### config.mk
export PLATFORM = sky130hd
export DESIGN_NAME = cpu_trace_buffer_flat
export DESIGN_NICKNAME = d
export VERILOG_FILES = /design/src/rtl/cpu_trace_buffer_if.sv /design/src/rtl/cpu_trace_buffer.sv /design/src/flat_wrapper.sv
export SDC_FILE = /design/constraint.sdc
export NUM_CORES = 2
export LEC_CHECK = 0
export ABC_AREA = 1
export ABC_CLOCK_PERIOD_IN_PS = 14900
export BUFFER_PORTS_ARGS = -buffer_cell sky130_fd_sc_hd__buf_2
export CAP_MARGIN = 10
export CORE_MARGIN = 5
export CORE_UTILIZATION = 45
export CTS_CLUSTER_SIZE = 24
export DETAILED_ROUTE_END_ITERATION = 7
export GPL_TIMING_DRIVEN = 0
export PLACE_DENSITY = 0.71
export REMOVE_ABC_BUFFERS = 1
export SKIP_CTS_REPAIR_TIMING = 1
export SYNTH_ARGS = -nofsm -noshare
export SYNTH_HDL_FRONTEND = slang
export SYNTH_SLANG_ARGS = --single-unit
export TNS_END_PERCENT = 5
### constraint.sdc
create_clock -name clk -period 14.9 [get_ports clk]
set_input_delay 2.235 -clock clk [delete_from_list [all_inputs] [get_ports clk]]
set_output_delay 2.235 -clock clk [all_outputs]
set_load 0.05 [all_outputs]
### src/rtl/cpu_trace_buffer_if.sv
// Bundle of the commit-observation bus, trigger configuration and readout port
// of the CPU trace buffer. The master side is the CPU/debug host, the slave side
// is the trace buffer itself.
interface cpu_trace_buffer_if #(
   parameter int ADDR_W = 32,
   parameter int DATA_W = 32,
   parameter int DEPTH  = 16
) ();
   localparam int PTR_W = $clog2(DEPTH);

   // Commit observation
   logic              commit_in;
   logic [ADDR_W-1:0] pc_in;
   logic [DATA_W-1:0] instr_in;
   logic [DATA_W-1:0] wdata_in;
   logic              regwre_in;

   // Capture control
   logic              arm;
   logic [1:0]        trig_mode;
   logic [DATA_W-1:0] trig_value;
   logic [PTR_W-1:0]  post_count;

   // Readout
   logic              rd_req;
   logic              rd_valid;
   logic [ADDR_W-1:0] rd_pc;
   logic [DATA_W-1:0] rd_instr;
   logic [DATA_W-1:0] rd_wdata;
   logic              rd_regwre;
   logic              rd_last;

   // Status
   logic [1:0]        state;
   logic              wrapped;
   logic [PTR_W:0]    entries;

   modport master (
      output commit_in, pc_in, instr_in, wdata_in, regwre_in,
      output arm, trig_mode, trig_value, post_count, rd_req,
      input  rd_valid, rd_pc, rd_instr, rd_wdata, rd_regwre, rd_last,
      input  state, wrapped, entries
   );

   modport slave (
      input  commit_in, pc_in, instr_in, wdata_in, regwre_in,
      input  arm, trig_mode, trig_value, post_count, rd_req,
      output rd_valid, rd_pc, rd_instr, rd_wdata, rd_regwre, rd_last,
      output state, wrapped, entries
   );
endinterface

### src/rtl/cpu_trace_buffer.sv
// Trace capture buffer for the single-cycle CPU. Records committed instructions
// into a circular RAM, stops a programmable number of commits after a trigger,
// then plays the trace back oldest-first through a request/valid port.
module cpu_trace_buffer #(
   parameter int ADDR_W = 32,
   parameter int DATA_W = 32,
   parameter int DEPTH  = 16,
   localparam int PTR_W = $clog2(DEPTH)
) (
   input logic               clk,
   input logic               Reset,
   cpu_trace_buffer_if.slave bus
);

   typedef enum logic [1:0] {
      S_IDLE  = 2'd0,
      S_ARMED = 2'd1,
      S_POST  = 2'd2,
      S_DONE  = 2'd3
   } state_e;

   typedef struct packed {
      logic [ADDR_W-1:0] pc;
      logic [DATA_W-1:0] instr;
      logic [DATA_W-1:0] wdata;
      logic              regwre;
   } entry_t;

   localparam logic [PTR_W:0]   CNT_FULL = (PTR_W+1)'(DEPTH);
   localparam logic [PTR_W:0]   CNT_ONE  = (PTR_W+1)'(1);
   localparam logic [PTR_W-1:0] PTR_ONE  = PTR_W'(1);
   localparam logic [PTR_W-1:0] PTR_LAST = PTR_W'(DEPTH - 1);

   entry_t mem [DEPTH];

   state_e           state_q,    state_d;
   logic [PTR_W-1:0] wr_ptr_q,   wr_ptr_d;
   logic [PTR_W-1:0] rd_ptr_q,   rd_ptr_d;
   logic [PTR_W-1:0] post_cnt_q, post_cnt_d;
   logic             wrapped_q,  wrapped_d;
   logic [PTR_W:0]   entries_q,  entries_d;
   logic [PTR_W:0]   rd_cnt_q,   rd_cnt_d;
   logic             rd_valid_q, rd_valid_d;
   logic             rd_last_q,  rd_last_d;
   entry_t           rd_data_q,  rd_data_d;

   logic             capture;
   logic             trig_hit;
   logic             rd_fire;

   // Trigger condition for the commit currently on the bus.
   always_comb begin
      trig_hit = 1'b0;
      unique case (bus.trig_mode)
         2'd0:    trig_hit = 1'b1;
         2'd1:    trig_hit = (bus.pc_in == bus.trig_value[ADDR_W-1:0]);
         2'd2:    trig_hit = (bus.instr_in == bus.trig_value);
         default: trig_hit = 1'b0;
      endcase
   end

   // Next-state logic for capture control and the readout side.
   always_comb begin
      // NOTE: every output of this block gets a default first so no latch is inferred.
      state_d    = state_q;
      wr_ptr_d   = wr_ptr_q;
      rd_ptr_d   = rd_ptr_q;
      post_cnt_d = post_cnt_q;
      wrapped_d  = wrapped_q;
      entries_d  = entries_q;
      rd_cnt_d   = rd_cnt_q;
      rd_valid_d = 1'b0;
      rd_last_d  = 1'b0;
      rd_data_d  = rd_data_q;
      capture    = 1'b0;
      rd_fire    = 1'b0;

      if (bus.arm) begin
         // Arm restarts everything; a same-cycle commit or read is dropped.
         state_d    = S_ARMED;
         wr_ptr_d   = '0;
         rd_ptr_d   = '0;
         post_cnt_d = '0;
         wrapped_d  = 1'b0;
         entries_d  = '0;
         rd_cnt_d   = '0;
         rd_data_d  = '0;
      end else begin
         capture = bus.commit_in && (state_q == S_ARMED || state_q == S_POST);
         if (capture) begin
            wr_ptr_d = wr_ptr_q + PTR_ONE;
            if (wr_ptr_q == PTR_LAST) wrapped_d = 1'b1;
            if (entries_q != CNT_FULL) entries_d = entries_q + CNT_ONE;

            if (state_q == S_ARMED && trig_hit) begin
               // post_count is PTR_W wide, so it can never exceed DEPTH-1 and
               // the trigger entry always survives the post-trigger window.
               if (bus.post_count == '0) begin
                  state_d = S_DONE;
               end else begin
                  state_d    = S_POST;
                  post_cnt_d = bus.post_count;
               end
            end else if (state_q == S_POST) begin
               post_cnt_d = post_cnt_q - PTR_ONE;
               if (post_cnt_q == PTR_ONE) state_d = S_DONE;
            end

            // Point the read side at the oldest entry as capture freezes.
            if (state_d == S_DONE) rd_ptr_d = wrapped_d ? wr_ptr_d : '0;
         end

         rd_fire = (state_q == S_DONE) && bus.rd_req && (rd_cnt_q != entries_q);
         if (rd_fire) begin
            rd_data_d  = mem[rd_ptr_q];
            rd_ptr_d   = rd_ptr_q + PTR_ONE;
            rd_cnt_d   = rd_cnt_q + CNT_ONE;
            rd_valid_d = 1'b1;
            rd_last_d  = ((rd_cnt_q + CNT_ONE) == entries_q);
         end
      end
   end

   // Control and readout registers with asynchronous reset.
   always_ff @(posedge clk or posedge Reset) begin
      if (Reset) begin
         state_q    <= S_IDLE;
         wr_ptr_q   <= '0;
         rd_ptr_q   <= '0;
         post_cnt_q <= '0;
         wrapped_q  <= 1'b0;
         entries_q  <= '0;
         rd_cnt_q   <= '0;
         rd_valid_q <= 1'b0;
         rd_last_q  <= 1'b0;
         rd_data_q  <= '0;
      end else begin
         // NOTE: registers are updated with non-blocking assignments so all flops sample the same pre-edge values.
         state_q    <= state_d;
         wr_ptr_q   <= wr_ptr_d;
         rd_ptr_q   <= rd_ptr_d;
         post_cnt_q <= post_cnt_d;
         wrapped_q  <= wrapped_d;
         entries_q  <= entries_d;
         rd_cnt_q   <= rd_cnt_d;
         rd_valid_q <= rd_valid_d;
         rd_last_q  <= rd_last_d;
         rd_data_q  <= rd_data_d;
      end
   end

   // Trace RAM write port.
   always_ff @(posedge clk) begin
      // NOTE: the RAM has no reset; entries are only read after being written under entries_q.
      if (capture) begin
         mem[wr_ptr_q] <= '{pc:     bus.pc_in,
                            instr:  bus.instr_in,
                            wdata:  bus.wdata_in,
                            regwre: bus.regwre_in};
      end
   end

   assign bus.rd_valid  = rd_valid_q;
   assign bus.rd_last   = rd_last_q;
   assign bus.rd_pc     = rd_data_q.pc;
   assign bus.rd_instr  = rd_data_q.instr;
   assign bus.rd_wdata  = rd_data_q.wdata;
   assign bus.rd_regwre = rd_data_q.regwre;
   assign bus.state     = state_q;
   assign bus.wrapped   = wrapped_q;
   assign bus.entries   = entries_q;

endmodule

### src/flat_wrapper.sv
// flat-port wrapper written by rule: the top's interface ports become plain ports
module cpu_trace_buffer_flat 
#(
   parameter int ADDR_W = 32,
   parameter int DATA_W = 32,
   parameter int DEPTH  = 16,
   localparam int PTR_W = $clog2(DEPTH)
)
  (clk, Reset, bus_commit_in, bus_pc_in, bus_instr_in, bus_wdata_in, bus_regwre_in, bus_arm, bus_trig_mode, bus_trig_value, bus_post_count, bus_rd_req, bus_rd_valid, bus_rd_pc, bus_rd_instr, bus_rd_wdata, bus_rd_regwre, bus_rd_last, bus_state, bus_wrapped, bus_entries);
  cpu_trace_buffer_if #(.ADDR_W(ADDR_W), .DATA_W(DATA_W), .DEPTH(DEPTH)) bus_i ();
  input logic clk;
  input logic Reset;
  input wire logic [$bits(bus_i.commit_in)-1:0] bus_commit_in;
  input wire logic [$bits(bus_i.pc_in)-1:0] bus_pc_in;
  input wire logic [$bits(bus_i.instr_in)-1:0] bus_instr_in;
  input wire logic [$bits(bus_i.wdata_in)-1:0] bus_wdata_in;
  input wire logic [$bits(bus_i.regwre_in)-1:0] bus_regwre_in;
  input wire logic [$bits(bus_i.arm)-1:0] bus_arm;
  input wire logic [$bits(bus_i.trig_mode)-1:0] bus_trig_mode;
  input wire logic [$bits(bus_i.trig_value)-1:0] bus_trig_value;
  input wire logic [$bits(bus_i.post_count)-1:0] bus_post_count;
  input wire logic [$bits(bus_i.rd_req)-1:0] bus_rd_req;
  output wire logic [$bits(bus_i.rd_valid)-1:0] bus_rd_valid;
  output wire logic [$bits(bus_i.rd_pc)-1:0] bus_rd_pc;
  output wire logic [$bits(bus_i.rd_instr)-1:0] bus_rd_instr;
  output wire logic [$bits(bus_i.rd_wdata)-1:0] bus_rd_wdata;
  output wire logic [$bits(bus_i.rd_regwre)-1:0] bus_rd_regwre;
  output wire logic [$bits(bus_i.rd_last)-1:0] bus_rd_last;
  output wire logic [$bits(bus_i.state)-1:0] bus_state;
  output wire logic [$bits(bus_i.wrapped)-1:0] bus_wrapped;
  output wire logic [$bits(bus_i.entries)-1:0] bus_entries;
  assign bus_i.commit_in = bus_commit_in;
  assign bus_i.pc_in = bus_pc_in;
  assign bus_i.instr_in = bus_instr_in;
  assign bus_i.wdata_in = bus_wdata_in;
  assign bus_i.regwre_in = bus_regwre_in;
  assign bus_i.arm = bus_arm;
  assign bus_i.trig_mode = bus_trig_mode;
  assign bus_i.trig_value = bus_trig_value;
  assign bus_i.post_count = bus_post_count;
  assign bus_i.rd_req = bus_rd_req;
  assign bus_rd_valid = bus_i.rd_valid;
  assign bus_rd_pc = bus_i.rd_pc;
  assign bus_rd_instr = bus_i.rd_instr;
  assign bus_rd_wdata = bus_i.rd_wdata;
  assign bus_rd_regwre = bus_i.rd_regwre;
  assign bus_rd_last = bus_i.rd_last;
  assign bus_state = bus_i.state;
  assign bus_wrapped = bus_i.wrapped;
  assign bus_entries = bus_i.entries;
  cpu_trace_buffer #(.ADDR_W(ADDR_W), .DATA_W(DATA_W), .DEPTH(DEPTH)) u_core (.clk(clk), .Reset(Reset), .bus(bus_i));
endmodule
Word level (Yosys, flattened, before mapping)
Memories as Yosys holds them, arrays and structs flattened.
Index checks and enable logic that the tools add are counted.
Word-level totals
  memories: 1
  output and inout bits: 107
  flip-flop bits (word level): 124
  input port bits: 140
  logic and storage cells: 89
  RAM bits: 1552
Operators by class
  multiplexer cells: 40
  equal/unequal tests: 14
  add/subtract/negate cells: 5
  reduce and logical (&&, ||, !) cells: 16
Memories
  u_core.mem: words 16, width 97, rd ports 1, clocked after memory_dff 0, wr ports 1, RTL line cpu_trace_buffer.sv:34  | entry_t mem [DEPTH];
Operator list (count)
  $mux W97: 2
  $eq A32 B32 Y1: 2
  $mux W4: 12
  $mux W5: 5
  $mux W2: 7
  $mux W1: 13
  $add A5 B1 Y5 const B: 2
  $reduce_bool A3 Y1: 3
  $add A4 B1 Y4 const B: 2
  $eq A2 B2 Y1 const B: 4
  $reduce_bool A2 Y1: 3
  $eq A5 B5 Y1: 1
  $ne A5 B5 Y1: 1
  $ne A5 B5 Y1 const B: 1
  $eq A2 B1 Y1 const B: 2
  $eq A4 B1 Y1 const B: 1
  $eq A4 B4 Y1 const B: 1
  $logic_and A1 B1 Y1: 4
  $logic_not A4 Y1: 1
  $reduce_and A2 Y1: 2
  $sub A4 B1 Y4 const B: 1
  $ne A3 B3 Y1 const B: 1
  $pmux W1 S3: 1
  $reduce_and A3 Y1: 1
  2 further kinds: 2

Logic depth before layout (Yosys ltp)
  depth after elaboration: 11
  depth in mapped cells: 22
  mapped depth without buffers: 21

Worst setup path before layout
OpenSTA, ideal clock, no wires.
  kind: input port to flip-flop
  start: input port bus_commit_in
  end: memory u_core.mem[3][0] (netlist bit), enable pin
  path buffers: 0
  data required time: 14.228 ns
  stages: 6
  arrival: 9.516 ns
  setup time: 0.672 ns
  path slack: 4.712 ns
  cells stage by stage: inv_1 nor2_1 inv_1 nor2_1 inv_1 nor3_1
On the way
  word-level cells in the longest chain between the ends: 4
RTL lines
  start, declared: RTL line flat_wrapper.sv:13  | input wire logic [$bits(bus_i.commit_in)-1:0] bus_commit_in;
  $logic_and A1 B1 Y1: RTL line cpu_trace_buffer.sv:89  | capture = bus.commit_in && (state_q == S_ARMED || state_q == S_POST);
  $mux W1: RTL line cpu_trace_buffer.sv:78  | if (bus.arm) begin
  $mux W1: RTL line cpu_trace_buffer.sv:155  | if (capture) begin
  $mux W1 (not written as such): RTL line cpu_trace_buffer.sv:156  | mem[wr_ptr_q] <= '{pc: bus.pc_in,
  end, declared: RTL line cpu_trace_buffer.sv:34
No other way between the ends.

Final worst setup path
  start: input port bus_trig_mode[0]
  end: register u_core.rd_ptr_q[2]
On the way
  word-level cells in the longest chain between the ends: 9
  elaborated cells on any way between the ends: 11
  classes of those cells: eq/ne (3); mux (4); reduce/logical (4)
RTL lines
  start, declared: RTL line flat_wrapper.sv:19  | input wire logic [$bits(bus_i.trig_mode)-1:0] bus_trig_mode;
  $eq A2 B2 Y1, or another cell as far along: RTL line cpu_trace_buffer.sv:54  | unique case (bus.trig_mode)
  $pmux W1 S3 *: RTL line cpu_trace_buffer.sv:54
  $logic_and A1 B1 Y1 *: RTL line cpu_trace_buffer.sv:95  | if (state_q == S_ARMED && trig_hit) begin
  $mux W2 *: RTL line cpu_trace_buffer.sv:95
  $mux W2 *: RTL line cpu_trace_buffer.sv:90  | if (capture) begin
  $mux W2 *: RTL line cpu_trace_buffer.sv:78
  $eq A2 B2 Y1 *: RTL line cpu_trace_buffer.sv:110  | if (state_d == S_DONE) rd_ptr_d = wrapped_d ? wr_ptr_d : '0;
  $reduce_bool A3 Y1 (no line) *
  $reduce_and A2 Y1 (no line) *
  end signal, assigned: RTL line cpu_trace_buffer.sv:141  | rd_ptr_q <= rd_ptr_d;
  end, declared: RTL line cpu_trace_buffer.sv:38  | logic [PTR_W-1:0] rd_ptr_q, rd_ptr_d;
Every way passes the cells marked *; elsewhere a longest branch is shown, timed or not. The select of a mux whose other input is x is not followed.
A chain may end at the register's enable or synchronous reset.

==> qor.yml <==
floorplanning:
  start_util_pct: 45.20
  num_rows: 140
  die_x_um: 392.2
  die_area_um2: 153800
  coreArea_um2: 145400
  ios: 247
  die_y_um: 392.2
detailed_routing:
  vias_per_cell: 5.892
  routed_wl_um: 180900
  ant_nets: 0
  detail_route.iter0.violations: 5309
  drt-pass1-iter-count: 5
  wl_per_cell_um: 24.76
  route.detailed.drc: 0
  vias: 43040
yosys:
  synth.most_common_cell: "edfxtp_1"
  synthCells: 5010
  synth_area_um2: 65720
  yosys_warnings: 0
  yosys.area.top_type: "edfxtp_1"
  synth_seq_cells: 1676
  synth_edf_count: 1552
  synth.distinct_cells: 35
  ys_seq_area_share_pct: 75.64
  syn_avg_cell_area_um2: 13.12
  yosys-top-cells-area: "edfxtp_1 (71%), o21ai_0 (7.2%), nor2_1 (6.0%)"
  yosysTopAreaCellShare_pct: 70.92
  ys_async_sr_fraction_pct: 7.399
  ys.flop_type: "edfxtp_1"
  synth_common_cells: "edfxtp_1 (1,552), nor2_1 (1,050), o21ai_0 (941)"
finish:
  post-route-util_pct: 52.61
  drive_gt1_share_pct: 12.41
  nNetsFinal: 5374
  multiInputGateArea_um2: 14420
  area_delta_synth_final_pct: 16.40
  seq_area_um2: 49720
  nFillCells: 11850
  final_cells: 7305
critical_path:
  endpoint_kind: "flip-flop"
  rr_worst_depth: 11
  worst-path-max-fanout: 45
  regToRegSetupSlack_ps: 10980
  cp_data_arrival_time_ps: 5860
  critPathKind: "in2reg"
  timing.rr.end: "u_core.mem[10][60]"
  required_ps: 15580
  timing.rr.start: "u_core.bus.state[0]"
  startpoint_type: "primary input"
cts:
  cts_buffer_depth: 3
  clk_latency_ps: 800
  path_clk_slew_ps: 60
  htree_levels: 4
  cts_buffers: 166
  cts_tree: "done"
  cts_root_buffer: "clkbuf_16"
  cts_sinks: 1676
sta:
  timing.fmax_mhz: 193.1
  period_needed_ps: 5178
  rsz0062_at_grt: "false"
  hold_slack_ps: 496.2
  max_slew_margin_pct: 29.44
  finalSetupViolCount: 0
  maxSlewViolCount: 0
  setup_ws_ps: 9722
  hold_viol: 0
  tightest_slew_ps: 1053
  final.setup.tns_ps: 0
  fin_skew_ps: 22.12
  fin_crit_sh_pct: 34.75
run_status:
  status: "completed"
hold_path:
  holdCritStartpoint: "u_core.bus.rd_wdata[12]"
  hold_path.class: "reg2reg"
  hold_depth: 1
  holdPathEnd: "u_core.bus.rd_wdata[12]"
global_routing:
  grt_pass1_vias: 40660
  overflow: 0
  antenna_found_initial: 49
  grt.total_usage_pct: 22.99
  grt_max_degree: 172
  grt_pass1_wl_um: 263800
power:
  power_density_nw_per_um2: 127.2
  p_leak_nw: 26.39
  peakVddDrop_mv: 0.1138
placement:
  dpl.cell_count: 6967
  port-buffer-count: 246
  dp_slack_ps: 8946
  place_hpwl_um: 104600
  gp_congestion: 0.7573
run:
  maxCapViolCount: 0
-- layer usage --
layer / vias up / share of wire [%] / track usage [%]
met3: 354 / 9.0 / 4.547
met2: 2081 / 49 / 37.59
li1: 19160 / - / -
met5: - / 0.057 / 0
met4: 16 / 2.9 / 8.785
met1: 21430 / 39 / 30.65
-- metrics by stage --
step	area [µm²]	total power, mW
floorplan	64310	5.499
global placement	67940	5.687
detailed placement	71030	5.693
CTS	76420	9.785
global route	76460	10.02
finish	76490	9.731
-- worst max-delay path by stage --
stage / start / endpoint / cells past startpoint
floorplan: u_core.rd_ptr_q[0] / u_core.bus.rd_instr[0] / 6
global placement: u_core.rd_ptr_q[0] / u_core.bus.rd_wdata[1] / 6
detailed placement: bus_trig_mode[0] / u_core.rd_ptr_q[2] / 20
CTS: bus_trig_mode[0] / u_core.rd_ptr_q[2] / 20
global route: bus_trig_mode[0] / u_core.rd_ptr_q[1] / 20
finish: bus_trig_mode[0] / u_core.rd_ptr_q[2] / 20
-- flip-flops by register name, indices dropped and copies added (netlist names), 4 cells and up --
signal / count
u_core.bus.entries: 5
u_core.bus.rd_wdata: 32
u_core.post_cnt_q: 4
u_core.wr_ptr_q: 4
u_core.mem: 1552
u_core.rd_ptr_q: 4
u_core.bus.rd_pc: 32
u_core.bus.rd_instr: 32
u_core.rd_cnt_q: 5
-- cell families (layout without fill, tap and decap cells) --
kind of cell	count (synthesis)	after routing	synth area share, %
other cells	0	28	0
buf+inv	434	784	2.620
flops	1676	1676	75.64
xor+xnor	16	16	0.2132
compound gates	1565	1565	13.57
simple gates	1303	1303	7.650
fa+ha+maj	16	16	0.3046
-- layout by cell type (no fill, tap or decap), types with 5 or more instances in the layout --
| master | n |
|---|---|
| clkbuf_16 | 174 |
| o211ai_1 | 6 |
| nor3_1 | 5 |
| nand3_1 | 34 |
| nor2_1 | 1037 |
| nand3b_1 | 8 |
| ha_1 | 15 |
| inv_6 | 6 |
| nand2_2 | 5 |
| clkbuf_8 | 16 |
| buf_2 | 246 |
| xor2_1 | 7 |
| clkbuf_1 | 46 |
| nand2_1 | 183 |
| o21ai_1 | 20 |
| bufinv_16 | 9 |
| a22o_1 | 97 |
| clkinvlp_4 | 8 |
| buf_6 | 32 |
| buf_8 | 9 |
| nand4_1 | 9 |
| clkinv_1 | 29 |
| o32ai_1 | 33 |
| dfrtp_1 | 120 |
| inv_1 | 74 |
| xnor2_1 | 9 |
| buf_12 | 58 |
| o21ai_0 | 941 |
| o22ai_1 | 457 |
| nor2_4 | 14 |
| diode_2 | 28 |
| edfxtp_1 | 1552 |
| a21oi_1 | 6 |
| clkinv_2 | 19 |
| buf_16 | 45 |
-- layout make-up --
cell class	instances	share of cell area, %
Clock buffer	236	6.206
Clock inverter	74	0.8457
Sequential cell	1676	65.00
Tap cell	1917	3.136
Multi-Input combinational cell	2900	18.85
Inverter	82	0.4547
Antenna cell	28	0.09160
Timing Repair Buffer	392	5.414
-- critical path, stage by stage --
cell and delay (ps):
buf_2 110, inv_1 110, ha_4 730, inv_4 420, nand2_1 180, nand3b_1 80
nand2_1 170, nand3_1 190, nor2_1 130, nand2_1 80, nor2_1 230, nand2_1 250
nand2_2 150, nand2_2 160, nand2_1 100, nand2_1 80, nand2_2 140, nand2_2 90
nand2_1 90, nand2_1 40
-- where the power goes --
part	internal (mW)	total [mW]	switching, mW
registers	5.19	5.21	0.0190
clock network	2.38	4.13	1.76
logic	0.106	0.389	0.283
total	7.67	9.73	2.06
Power figures use the tool's default switching activity.
